--- src/rtl/sram_serial_host.sv ---
// sram_serial_host: serial initiator framing one SRAM write/read as {addr, data} on SI under BGN.
// Optional macro SRAM_HOST_TIMEOUT_EN bounds the wait for RDY and reports TIMEOUT_ERR.
`default_nettype none

module sram_serial_host #(
  parameter int MEMORY_DATA_WIDTH = 8,
  parameter int MEMORY_ADDR_WIDTH = 9,
  parameter int REG_BITS_WIDTH    = MEMORY_ADDR_WIDTH + MEMORY_DATA_WIDTH,
  parameter int TIMEOUT_CYC       = 32
) (
  input  logic                         CLK,
  input  logic                         RST,
  input  logic                         REQ_VALID,
  output logic                         REQ_READY,
  input  logic                         REQ_WR,
  input  logic [1:0]                   REQ_CTRL,
  input  logic [MEMORY_ADDR_WIDTH-1:0] REQ_ADDR,
  input  logic [MEMORY_DATA_WIDTH-1:0] REQ_DATA,
  output logic                         BGN,
  output logic                         SI,
  output logic                         LOAD_N,
  output logic [1:0]                   CTRL,
  input  logic                         RDY,
  input  logic                         SO,
  output logic                         DONE,
  output logic [MEMORY_DATA_WIDTH-1:0] RSP_DATA,
  output logic                         TIMEOUT_ERR
);

  localparam int CW = $clog2(REG_BITS_WIDTH + 1);

  typedef enum logic [2:0] {
    S_IDLE  = 3'd0,
    S_SHIFT = 3'd1,
    S_WAIT  = 3'd2,
    S_CAPT  = 3'd3,
    S_GAP   = 3'd4
  } state_t;

  state_t                       state_q;
  logic [REG_BITS_WIDTH-1:0]    shreg_q;
  logic [CW-1:0]                cnt_q;
  logic [MEMORY_DATA_WIDTH-2:0] cap_q;
  logic                         bgn_q;
  logic                         si_q;
  logic                         load_n_q;
  logic [1:0]                   ctrl_q;
  logic                         done_q;
  logic [MEMORY_DATA_WIDTH-1:0] rsp_q;
  logic [REG_BITS_WIDTH-1:0]    frame_d;

  // Read frames carry an all-zero data field.
  assign frame_d   = {REQ_ADDR, (REQ_WR ? REQ_DATA : {MEMORY_DATA_WIDTH{1'b0}})};
  assign REQ_READY = (state_q == S_IDLE);
  assign BGN       = bgn_q;
  assign SI        = si_q;
  assign LOAD_N    = load_n_q;
  assign CTRL      = ctrl_q;
  assign DONE      = done_q;
  assign RSP_DATA  = rsp_q;

`ifdef SRAM_HOST_TIMEOUT_EN
  localparam int TW = $clog2(TIMEOUT_CYC + 1);
  logic [TW-1:0] wcnt_q;
  logic          tmo_q;
  assign TIMEOUT_ERR = tmo_q;
`else
  logic unused_tmo_cfg;
  assign unused_tmo_cfg = (TIMEOUT_CYC != 0);
  assign TIMEOUT_ERR    = 1'b0;
`endif

  always_ff @(posedge CLK or posedge RST) begin
    if (RST) begin
      state_q  <= S_IDLE;
      shreg_q  <= '0;
      cnt_q    <= '0;
      cap_q    <= '0;
      bgn_q    <= 1'b0;
      si_q     <= 1'b0;
      load_n_q <= 1'b1;
      ctrl_q   <= 2'b00;
      done_q   <= 1'b0;
      rsp_q    <= '0;
`ifdef SRAM_HOST_TIMEOUT_EN
      wcnt_q   <= '0;
      tmo_q    <= 1'b0;
`endif
    end else begin
      done_q <= 1'b0;
`ifdef SRAM_HOST_TIMEOUT_EN
      tmo_q  <= 1'b0;
`endif
      case (state_q)
        S_IDLE: begin
          if (REQ_VALID) begin
            // Bit 0 goes straight to SI so it appears in the first BGN cycle.
            si_q     <= frame_d[0];
            shreg_q  <= frame_d >> 1;
            cnt_q    <= '0;
            bgn_q    <= 1'b1;
            load_n_q <= ~REQ_WR;
            ctrl_q   <= REQ_CTRL;
            state_q  <= S_SHIFT;
`ifdef SRAM_HOST_TIMEOUT_EN
            wcnt_q   <= '0;
`endif
          end
        end
        S_SHIFT: begin
          if (cnt_q == CW'(REG_BITS_WIDTH - 1)) begin
            si_q    <= 1'b0;
            state_q <= S_WAIT;
          end else begin
            si_q    <= shreg_q[0];
            shreg_q <= shreg_q >> 1;
            cnt_q   <= cnt_q + 1'b1;
          end
        end
        S_WAIT: begin
          if (RDY) begin
            if (load_n_q) begin
              cnt_q   <= '0;
              state_q <= S_CAPT;
            end else begin
              bgn_q    <= 1'b0;
              load_n_q <= 1'b1;
              ctrl_q   <= 2'b00;
              done_q   <= 1'b1;
              state_q  <= S_GAP;
            end
          end
`ifdef SRAM_HOST_TIMEOUT_EN
          else if (wcnt_q == TW'(TIMEOUT_CYC - 1)) begin
            bgn_q    <= 1'b0;
            load_n_q <= 1'b1;
            ctrl_q   <= 2'b00;
            done_q   <= 1'b1;
            tmo_q    <= 1'b1;
            state_q  <= S_GAP;
          end else begin
            wcnt_q <= wcnt_q + 1'b1;
          end
`endif
        end
        S_CAPT: begin
          cap_q <= {SO, cap_q[MEMORY_DATA_WIDTH-2:1]};
          if (cnt_q == CW'(MEMORY_DATA_WIDTH - 1)) begin
            rsp_q    <= {SO, cap_q};
            bgn_q    <= 1'b0;
            load_n_q <= 1'b1;
            ctrl_q   <= 2'b00;
            done_q   <= 1'b1;
            state_q  <= S_GAP;
          end else begin
            cnt_q <= cnt_q + 1'b1;
          end
        end
        S_GAP:   state_q <= S_IDLE;
        default: state_q <= S_IDLE;
      endcase
    end
  end

endmodule

`default_nettype wire

--- config.mk ---
export PLATFORM = sky130hd
export DESIGN_NAME = sram_serial_host
export DESIGN_NICKNAME = d
export VERILOG_FILES = /design/src/rtl/sram_serial_host.sv
export SDC_FILE = /design/constraint.sdc
export NUM_CORES = 1
export LEC_CHECK = 0
export ABC_CLOCK_PERIOD_IN_PS = 1650
export BUFFER_PORTS_ARGS = -buffer_cell sky130_fd_sc_hd__clkbuf_2
export CAP_MARGIN = 5
export CELL_PAD_IN_SITES_DETAIL_PLACEMENT = 1
export CELL_PAD_IN_SITES_GLOBAL_PLACEMENT = 1
export CORE_ASPECT_RATIO = 1.75
export CORE_MARGIN = 1.5
export CORE_UTILIZATION = 38
export DETAILED_ROUTE_END_ITERATION = 8
export PLACE_DENSITY_LB_ADDON = 0.1
export SLEW_MARGIN = 30
export SYNTH_ARGS = -nofsm -noshare
export SYNTH_HDL_FRONTEND = slang
export SYNTH_SLANG_ARGS = --single-unit
--- constraint.sdc ---
create_clock -name CLK -period 1.65 [get_ports CLK]
set_input_delay 0.0825 -clock CLK [delete_from_list [all_inputs] [get_ports CLK]]
set_output_delay 0.0825 -clock CLK [all_outputs]
set_load 0.1 [all_outputs]
-- Word-level counts from Yosys, hierarchy flattened
Cells that the tools add are included.
- logic and storage cells: 73
- flip-flop bits (word level): 46
- bitwise operators: 1
- $add $sub $neg: 1
- equal/unequal tests: 13
- multiplexer cells: 37
- reduce and logical (&&, ||, !) cells: 11
- operators by type and width (cell ; number):
    17-bit two-way mux ; 2
    17-bit one-hot mux with 2 select lines ; 1
    5-bit two-way mux ; 5
    5-bit one-hot mux with 4 select lines ; 1
    2-bit inequality test (second input constant) ; 8
    3-bit two-way mux ; 5
    1-bit two-way mux ; 12
    3-bit one-hot mux with 4 select lines ; 1
    2-bit two-way mux ; 4
    8-bit two-way mux ; 1
    4-bit AND reduction ; 2
    3-bit by 2-bit equality test with 1-bit output (second input constant) ; 2
    1-bit one-hot mux with 3 select lines ; 2
    2-bit one-hot mux with 3 select lines ; 1
    6-bit AND reduction ; 1
    5-bit by 1-bit adder with 5-bit output (second input constant) ; 1
    5-bit by 3-bit equality test with 1-bit output (second input constant) ; 1
    5-bit equality test (second input constant) ; 1
    5-bit AND reduction ; 1
    1-bit one-hot mux with 2 select lines ; 2
    2-bit AND reduction ; 2
    4-bit nonzero test ; 1
    3-bit by 1-bit equality test with 1-bit output (second input constant) ; 1
    3-bit zero test ; 1
    4 further kinds ; 4

-- Logic depth before layout (Yosys ltp)
Gate-level depths: netlist of run 1.
- depth in word-level cells: 3
- gate-level depth with buffers: 7

-- Worst setup path before layout of run 1
OpenSTA, ideal clock, no wires.
- kind: register -> output
- start point: reg state_q[0]
- end point: out REQ_READY
- buffers on the path: 2
- setup slack: -1.138 ns
- arrival time: 2.706 ns
- cell stages (with the launch flop): 4
- path through: dfrtp_1 -> clkbuf_2 -> buf_2 -> nor3_1
- cells in the longest elaborated chain, start to end: 1
- RTL lines (what ; RTL line ; source):
    start, declared ; 40 ; state_t state_q;
    start signal, assigned ; 75 ; state_q <= S_IDLE;
    start signal, assigned ; 104 ; state_q <= S_SHIFT;
    start signal, assigned ; 113 ; state_q <= S_WAIT;
    3-bit zero test ; 54 ; assign REQ_READY = (state_q == S_IDLE);
    end, declared ; 14 ; output logic REQ_READY,
No other way between the ends.

-- Worst setup path after layout of run 1
- start point: reg cnt_q[1]
- end point: reg shreg_q[2]
- cells in the longest elaborated chain, start to end: 3
- RTL lines (what ; RTL line ; source):
    start, declared ; 42 ; logic [CW-1:0] cnt_q;
    start signal, assigned ; 117 ; cnt_q <= cnt_q + 1'b1;
    start signal, assigned ; 156 ; cnt_q <= cnt_q + 1'b1;
    5-bit equality test ; 111 ; if (cnt_q == CW'(REG_BITS_WIDTH - 1)) begin
    2-bit inequality test (no source line) ; - ;
    3-bit AND reduction (no source line) ; - ;
    end signal, assigned ; 99 ; shreg_q <= frame_d >> 1;
    end signal, assigned ; 116 ; shreg_q <= shreg_q >> 1;
    end, declared ; 41 ; logic [REG_BITS_WIDTH-1:0] shreg_q;
No other way between the ends.
A chain may end at the register's enable or synchronous reset.

==> results of run 1 <==
[final timing paths]
path | to | slack (ns)
max | shreg_q[2] | -0.15
min | shreg_q[15] | 0.009
max reg2reg | shreg_q[2] | -0.15
min reg2reg | BGN | 0.48
max in group asynchronous | LOAD_N | 0.70
min in group asynchronous | RSP_DATA[6] | 0.34
[cell usage in the layout (no fill, tap or decap), types with 3 or more instances in the layout]
cell and n:
dfrtp_1 42, clkbuf_2 38, nand2_1 26, buf_4 24
a31oi_1 17, nor2_1 16, mux2_2 15, nand3_1 14
inv_1 5, clkbuf_8 5, o21ai_1 4, nor2b_1 3
nor2_2 3, buf_12 3
[worst max-delay path, stage by stage (launching register included)]
cell,delay [ns]
dfrtp_1,0.40
inv_2,0.07
ha_4,0.17
and4bb_4,0.21
a2111oi_4,0.32
buf_4,0.20
buf_12,0.13
nor2_2,0.04
a31oi_1,0.17
[cell type report]
cell class | count | area, um^2 | area share
tap | 74 | 92.6 | 0.0317
sequential | 45 | 1130 | 0.388
inverter | 8 | 30.0 | 0.0103
clock buffer | 5 | 68.8 | 0.0235
timing repair buffer | 71 | 523 | 0.179
clock inverter | 3 | 46.3 | 0.0158
multi-input combinational | 138 | 1030 | 0.352
[flip-flops by register name (all words and copies together) (netlist names)]
name	cells
shreg_q	16
RSP_DATA	8
cap_q	7
cnt_q	5
state_q	3
CTRL	2
BGN	1
DONE	1
LOAD_N	1
SI	1
[cells by family (layout without fill, tap and decap cells)]
family          Yosys count  after routing  synth area share
mux                      18             18            0.0935
other cells               1              1           0.00176
simple gates             81             82             0.196
flops                    45             45             0.530
fa+ha+maj                 2              2            0.0118
buf+inv                  20             87            0.0476
compound gates           35             35             0.120
[routing by layer]
metal | track usage | wire length [um]
met1 | 0.201 | 2160
met2 | 0.356 | 3380
met3 | 0.0329 | 134
met4 | 0.0598 | 99
met5 | 0 | 0
[repair_timing]
action	4_1_cts	5_1_grt
gates resized for setup	9	21
pin swaps	1	5
hold endpoints to repair	19	0
buffers inserted	4	3
gates cloned	0	3
hold buffers	2	0
endpoints found under the setup margin	23	37
[stage by stage]
| step | utilization | cell area [um^2] | hold WS, ns | TNS (ns) | setup slack, ns |
|---|---|---|---|---|---|
| final | 0.547 | 2920 | 0.00915 | -2.00 | -0.151 |
| after global routing | 0.547 | 2920 | 0.0202 | -3.36 | -0.259 |
| after CTS | 0.518 | 2770 | 0.00549 | -0.707 | -0.0624 |
| after detailed placement | 0.479 | 2560 | 0.119 | -1.35 | -0.0953 |
| after global placement | 0.479 | 2560 | 0.105 | -0.0388 | -0.0192 |
| after floorplan | - | 2150 | 0.215 | 0 | 0.00929 |
[report_power, final]
part	total (mW)	internal (mW)	switching, mW	leakage, nW
Sequential	2.04	1.65	0.391	0.548
Clock	0.842	0.453	0.389	0.0543
Combinational	4.14	1.57	2.56	0.760
==> flow_summary_export.csv, run 1 <==
group,metric,value,unit
global_routing,grt_use_total,0.187,
power_and_ir_drop,ir_worst_vdd,1450,uV
placement,hpwlAfterDp,3.73,mm
global_routing,grt_pass1_wl,8.56,mm
worst_hold_path,hp-start,"REQ_ADDR[8]",
setup_path,endpoint_kind,"flop",
worst_hold_path,hold_depth,3,
clock_tree,h-tree-depth,2,
setup_path,r2r_start,"cnt_q[1]",
setup_path,cp.required,1.86,ns
timing,fin_crit,1.80,ns
global_routing,antenna_found_initial,0,
route,wl_per_cell,16.8,um
timing,finalSetupViolations,19,
global_routing,first_global_vias,1787,
route,viasPerCell,5.22,
clock_tree,cts_sinks,45,
timing,rsz0062_at_grt,"true",
setup_path,criticalPathCategory,"flop to flop",
die,start_util,0.398,
die,rows,35,
power_and_ir_drop,p_leak,1.36,nW
logic_synthesis,synth_edf_count,0,
logic_synthesis,synth_area_leaders,"dfrtp_1 (52%), mux2_2 (7.9%), a31oi_1 (5.0%)",
logic_synthesis,post-synth-top-area-fraction,0.517,
logic_synthesis,synth_common_cells,"dfrtp_1 (44), nand2_1 (27), nor2_1 (19), a31oi_1 (17), mux2_2 (15)",
setup_path,crit_fanout,8,
worst_hold_path,hp-class,"primary input to flop",
power_and_ir_drop,p_per_area,2400,nW/um^2
cells_and_area,drive_above_1_share,0.444,
placement,gp_congestion,0.801,
die,die_w,59.6,um
route,ant_nets,0,
route,drc_errors,0,
logic_synthesis,yosysMostFrequentCell,"dfrtp_1",
cells_and_area,final_cell_count_no_fill,344,
timing,slew_viol_final,0,
die,io-pin-count,41,
flow_run,cap_viol_max_count,0,
global_routing,grt_max_degree,33,
setup_path,worstPathArrival,2.01,ns
placement,dp.cells,324,
logic_synthesis,syn_area,2130,um^2
logic_synthesis,synth.largest_area_cell,"dfrtp_1",
setup_path,critPathLaunch,"cnt_q[1]",
die,die_area,6080,um^2
placement,io_buffers,39,
run_status,outcome,"finished, violations left",
global_routing,grt_overflow,0,
power_and_ir_drop,total_power,7.02,mW
timing,maxSlewHeadroom,0.534,
route,finalWirelength,5.78,mm
logic_synthesis,syn-num-nets,229,
timing,setup_ws,-0.151,ns
timing,fmax,555,MHz
clock_tree,clk_pin_slew,0.09,ns
cells_and_area,fillerInstances,602,
logic_synthesis,yosysWarnings,0,
setup_path,cp-start-kind,"flop",
logic_synthesis,synth.avg_cell_area,10.5,um^2
clock_tree,clock_latency,0.30,ns
route,dr.first_iter.drc_count,26,
route,num_vias,1795,
run_status,violations,"negative setup slack",
timing,finalHoldViolCount,0,
logic_synthesis,synth-seq-cells,45,
timing,finalCritPeriodShare,1.09,
timing,finalClockSkew,0.00607,ns
clock_tree,cts_buffers,5,
timing,worstMarginPinSlew,0.695,ns
logic_synthesis,async_flop_share,1.00,
clock_tree,clockBufferDepth,2,
cells_and_area,layout.nets,296,
route,first_pass_iters,2,
logic_synthesis,synthFlopType,"dfrtp_1",
cells_and_area,antennaDiodeCount,0,
die,core_area,5340,um^2
logic_synthesis,synth-seq-area-share,0.530,
logic_synthesis,netlist-cell-type-count,45,
cells_and_area,area_growth,37.4,%
clock_tree,cts_tree,"yes",
die,die_y,102,um
clock_tree,cts_root_buffer,"clkbuf_8",
logic_synthesis,syn_inst,202,
setup_path,worstRegToRegCells,8,
Note: power is estimated with default switching activity, not from simulation.
==> run 2, diff against run 1 <==
CORE_MARGIN = default   (was 1.5)
==> run 2 against run 1 <==
Compared with the run above:
- the run still ends with negative setup slack left
- sequential cell count is the same
- critical path depth unchanged
- final area increased by 2.7%
- global-route usage up 2.3 points
- sequential share of layout area shrank 1.1 points
- cell count is 1.5% higher
- clock skew fell by 0.0012 ns
- wire length is 1.3% lower
- non-clock buffer count up 6
- die area fell by 2.6%
- critical endpoint is now shreg_q[13]
- highest routed layer unchanged
==> flow_summary_export.csv, run 2 (same netlist as run 1, synthesis figures left out) <==
group,metric,value,unit
run_status,outcome,"finished, violations left",
run_status,violations,"negative setup slack",
worst_hold_path,hold_depth,3,
flow_run,cap_viol_max_count,0,
timing,setup_ws,-0.105,ns
die,die_y,101,um
route,ant_nets,0,
route,wl_met3,145,um
timing,finalHoldViolCount,0,
clock_tree,h-tree-depth,2,
placement,pre_cts_slack,-0.117,ns
cells_and_area,area_growth,41.2,%
cells_and_area,drive_above_1_share,0.480,
die,start_util,0.398,
clock_tree,clock_latency,0.30,ns
placement,io_buffers,39,
clock_tree,cts_tree,"yes",
cells_and_area,fin_area,3000,um^2
die,rows,35,
route,drc_errors,0,
die,die_w,58.6,um
global_routing,grt_overflow,0,
timing,maxSlewHeadroom,0.472,
setup_path,criticalPathCategory,"flop to flop",
timing,worstMarginPinSlew,0.787,ns
timing,finalSetupViolations,28,
placement,placed_area,2590,um^2
cells_and_area,layout_commonest_cell,"dfrtp_1",
route,first_pass_iters,4,
setup_path,path_delay_family,"compound AO/OA/AOI/OAI gates",
setup_path,cpPeakStageDelay,0.39,ns
cells_and_area,antennaDiodeCount,0,
die,io-pin-count,41,
cells_and_area,layout.nets,301,
route,dr.first_iter.drc_count,52,
global_routing,first_global_vias,1985,
timing,fin_crit,1.75,ns
global_routing,grt_pass1_wl,9.28,mm
cells_and_area,mostFrequentLayoutCells,"dfrtp_1 (44), clkbuf_2 (37), buf_4 (28)",
route,finalWirelength,5.70,mm
global_routing,grt_use_total,0.210,
placement,dp.cells,329,
route,num_vias,1802,
setup_path,endpoint_kind,"flop",
clock_tree,cts_sinks,45,
clock_tree,clockBufferDepth,2,
clock_tree,clk_pin_slew,0.09,ns
timing,fmax,570,MHz
timing,finalCritPeriodShare,1.06,
route,met2WireLength,3.30,mm
setup_path,worstPathCellList,"inv_2 -> ha_4 -> and4bb_4 -> a2111oi_4 -> buf_6 -> buf_12 -> nor2_2 -> a31oi_1",
global_routing,grt_max_degree,25,
timing,rsz0062_at_grt,"true",
setup_path,timing.critical_path.buf_inv,3,
placement,hpwlAfterDp,3.87,mm
route,top_layer,"met4",
clock_tree,cts_buffers,5,
global_routing,antenna_found_initial,0,
setup_path,crit_fanout,8,
placement,gp_congestion,0.804,
timing,slew_viol_final,0,
timing,finalClockSkew,0.00489,ns
cells_and_area,final_cell_count_no_fill,349,
route,wl_per_cell,16.3,um
cells_and_area,largest_register_ffs,16,
die,core_area,5340,um^2
setup_path,cp.required,1.87,ns
cells_and_area,regMostFlops,"shreg_q",
setup_path,worstPathArrival,1.98,ns
clock_tree,cts_root_buffer,"clkbuf_8",
die,die_area,5920,um^2
setup_path,slowest_stage,"dfrtp_1",
setup_path,worstRegToRegCells,8,
setup_path,cp-start-kind,"flop",
setup_path,cp.depth,8,
worst_hold_path,hp-class,"primary input to flop",
route,wl_met1,2.13,mm
route,viasPerCell,5.16,
## run 2: through the flow
stage	util	TNS, ns	hold WS, ns
2_1_floorplan	-	0	0.215
3_3_place_gp	0.486	-0.0145	0.146
3_5_place_dp	0.486	-1.49	0.145
4_1_cts	0.538	-2.23	0.00121
5_1_grt	0.562	-4.52	0.00980
6_report	0.562	-2.00	0.00244
## run 2: worst reg2reg max path, delay by kind of cell, from the launching register on
| kind | cells | cell delay, ns |
|---|---|---|
| AO/OA/AOI/OAI | 2 | 0.45 |
| adder cells (fa/ha/maj) | 1 | 0.15 |
| buffers and inverters | 3 | 0.42 |
| AND/OR/NAND/NOR | 2 | 0.25 |
| flip-flops | 1 | 0.39 |
## run 2: final cells by class
type	instances	area, um^2
tap	74	92.6
clock buffer	5	68.8
clock inverter	3	26.3
inverter	8	30.0
multi-input combinational	137	1070
fill	613	2340
timing repair buffer	77	581
sequential	45	1130
## run 2: worst paths after layout
check                            startpoint          end  slack, ns
worst max-delay path               cnt_q[1]  shreg_q[13]      -0.10
worst min-delay path            REQ_ADDR[3]  shreg_q[10]      0.002
worst max register to register     cnt_q[1]  shreg_q[13]      -0.10
worst min register to register          BGN          BGN       0.48
max in group asynchronous               RST     cnt_q[3]       0.77
min in group asynchronous               RST     cap_q[2]       0.35
## run 2: routing by layer
layer  GRT usage  up-vias
met3      0.0359       10
met1       0.226      910
met5           0        -
met4      0.0788        0
li1            -      847
met2       0.396       35
## run 2: timing repair
item                       in CTS  in global routing
cloned                          3                  0
hold buffers                    2                  0
hold endpoints to repair       21                  0
setup endpoints to repair      30                 36
pin swaps                       2                  4
gates resized for setup        18                 29
setup buffers                   5                  3
Power of run 2 is left out: the tool's default activity adds up to more than one toggle a clock period on the data nets, which glitch-free logic cannot reach.
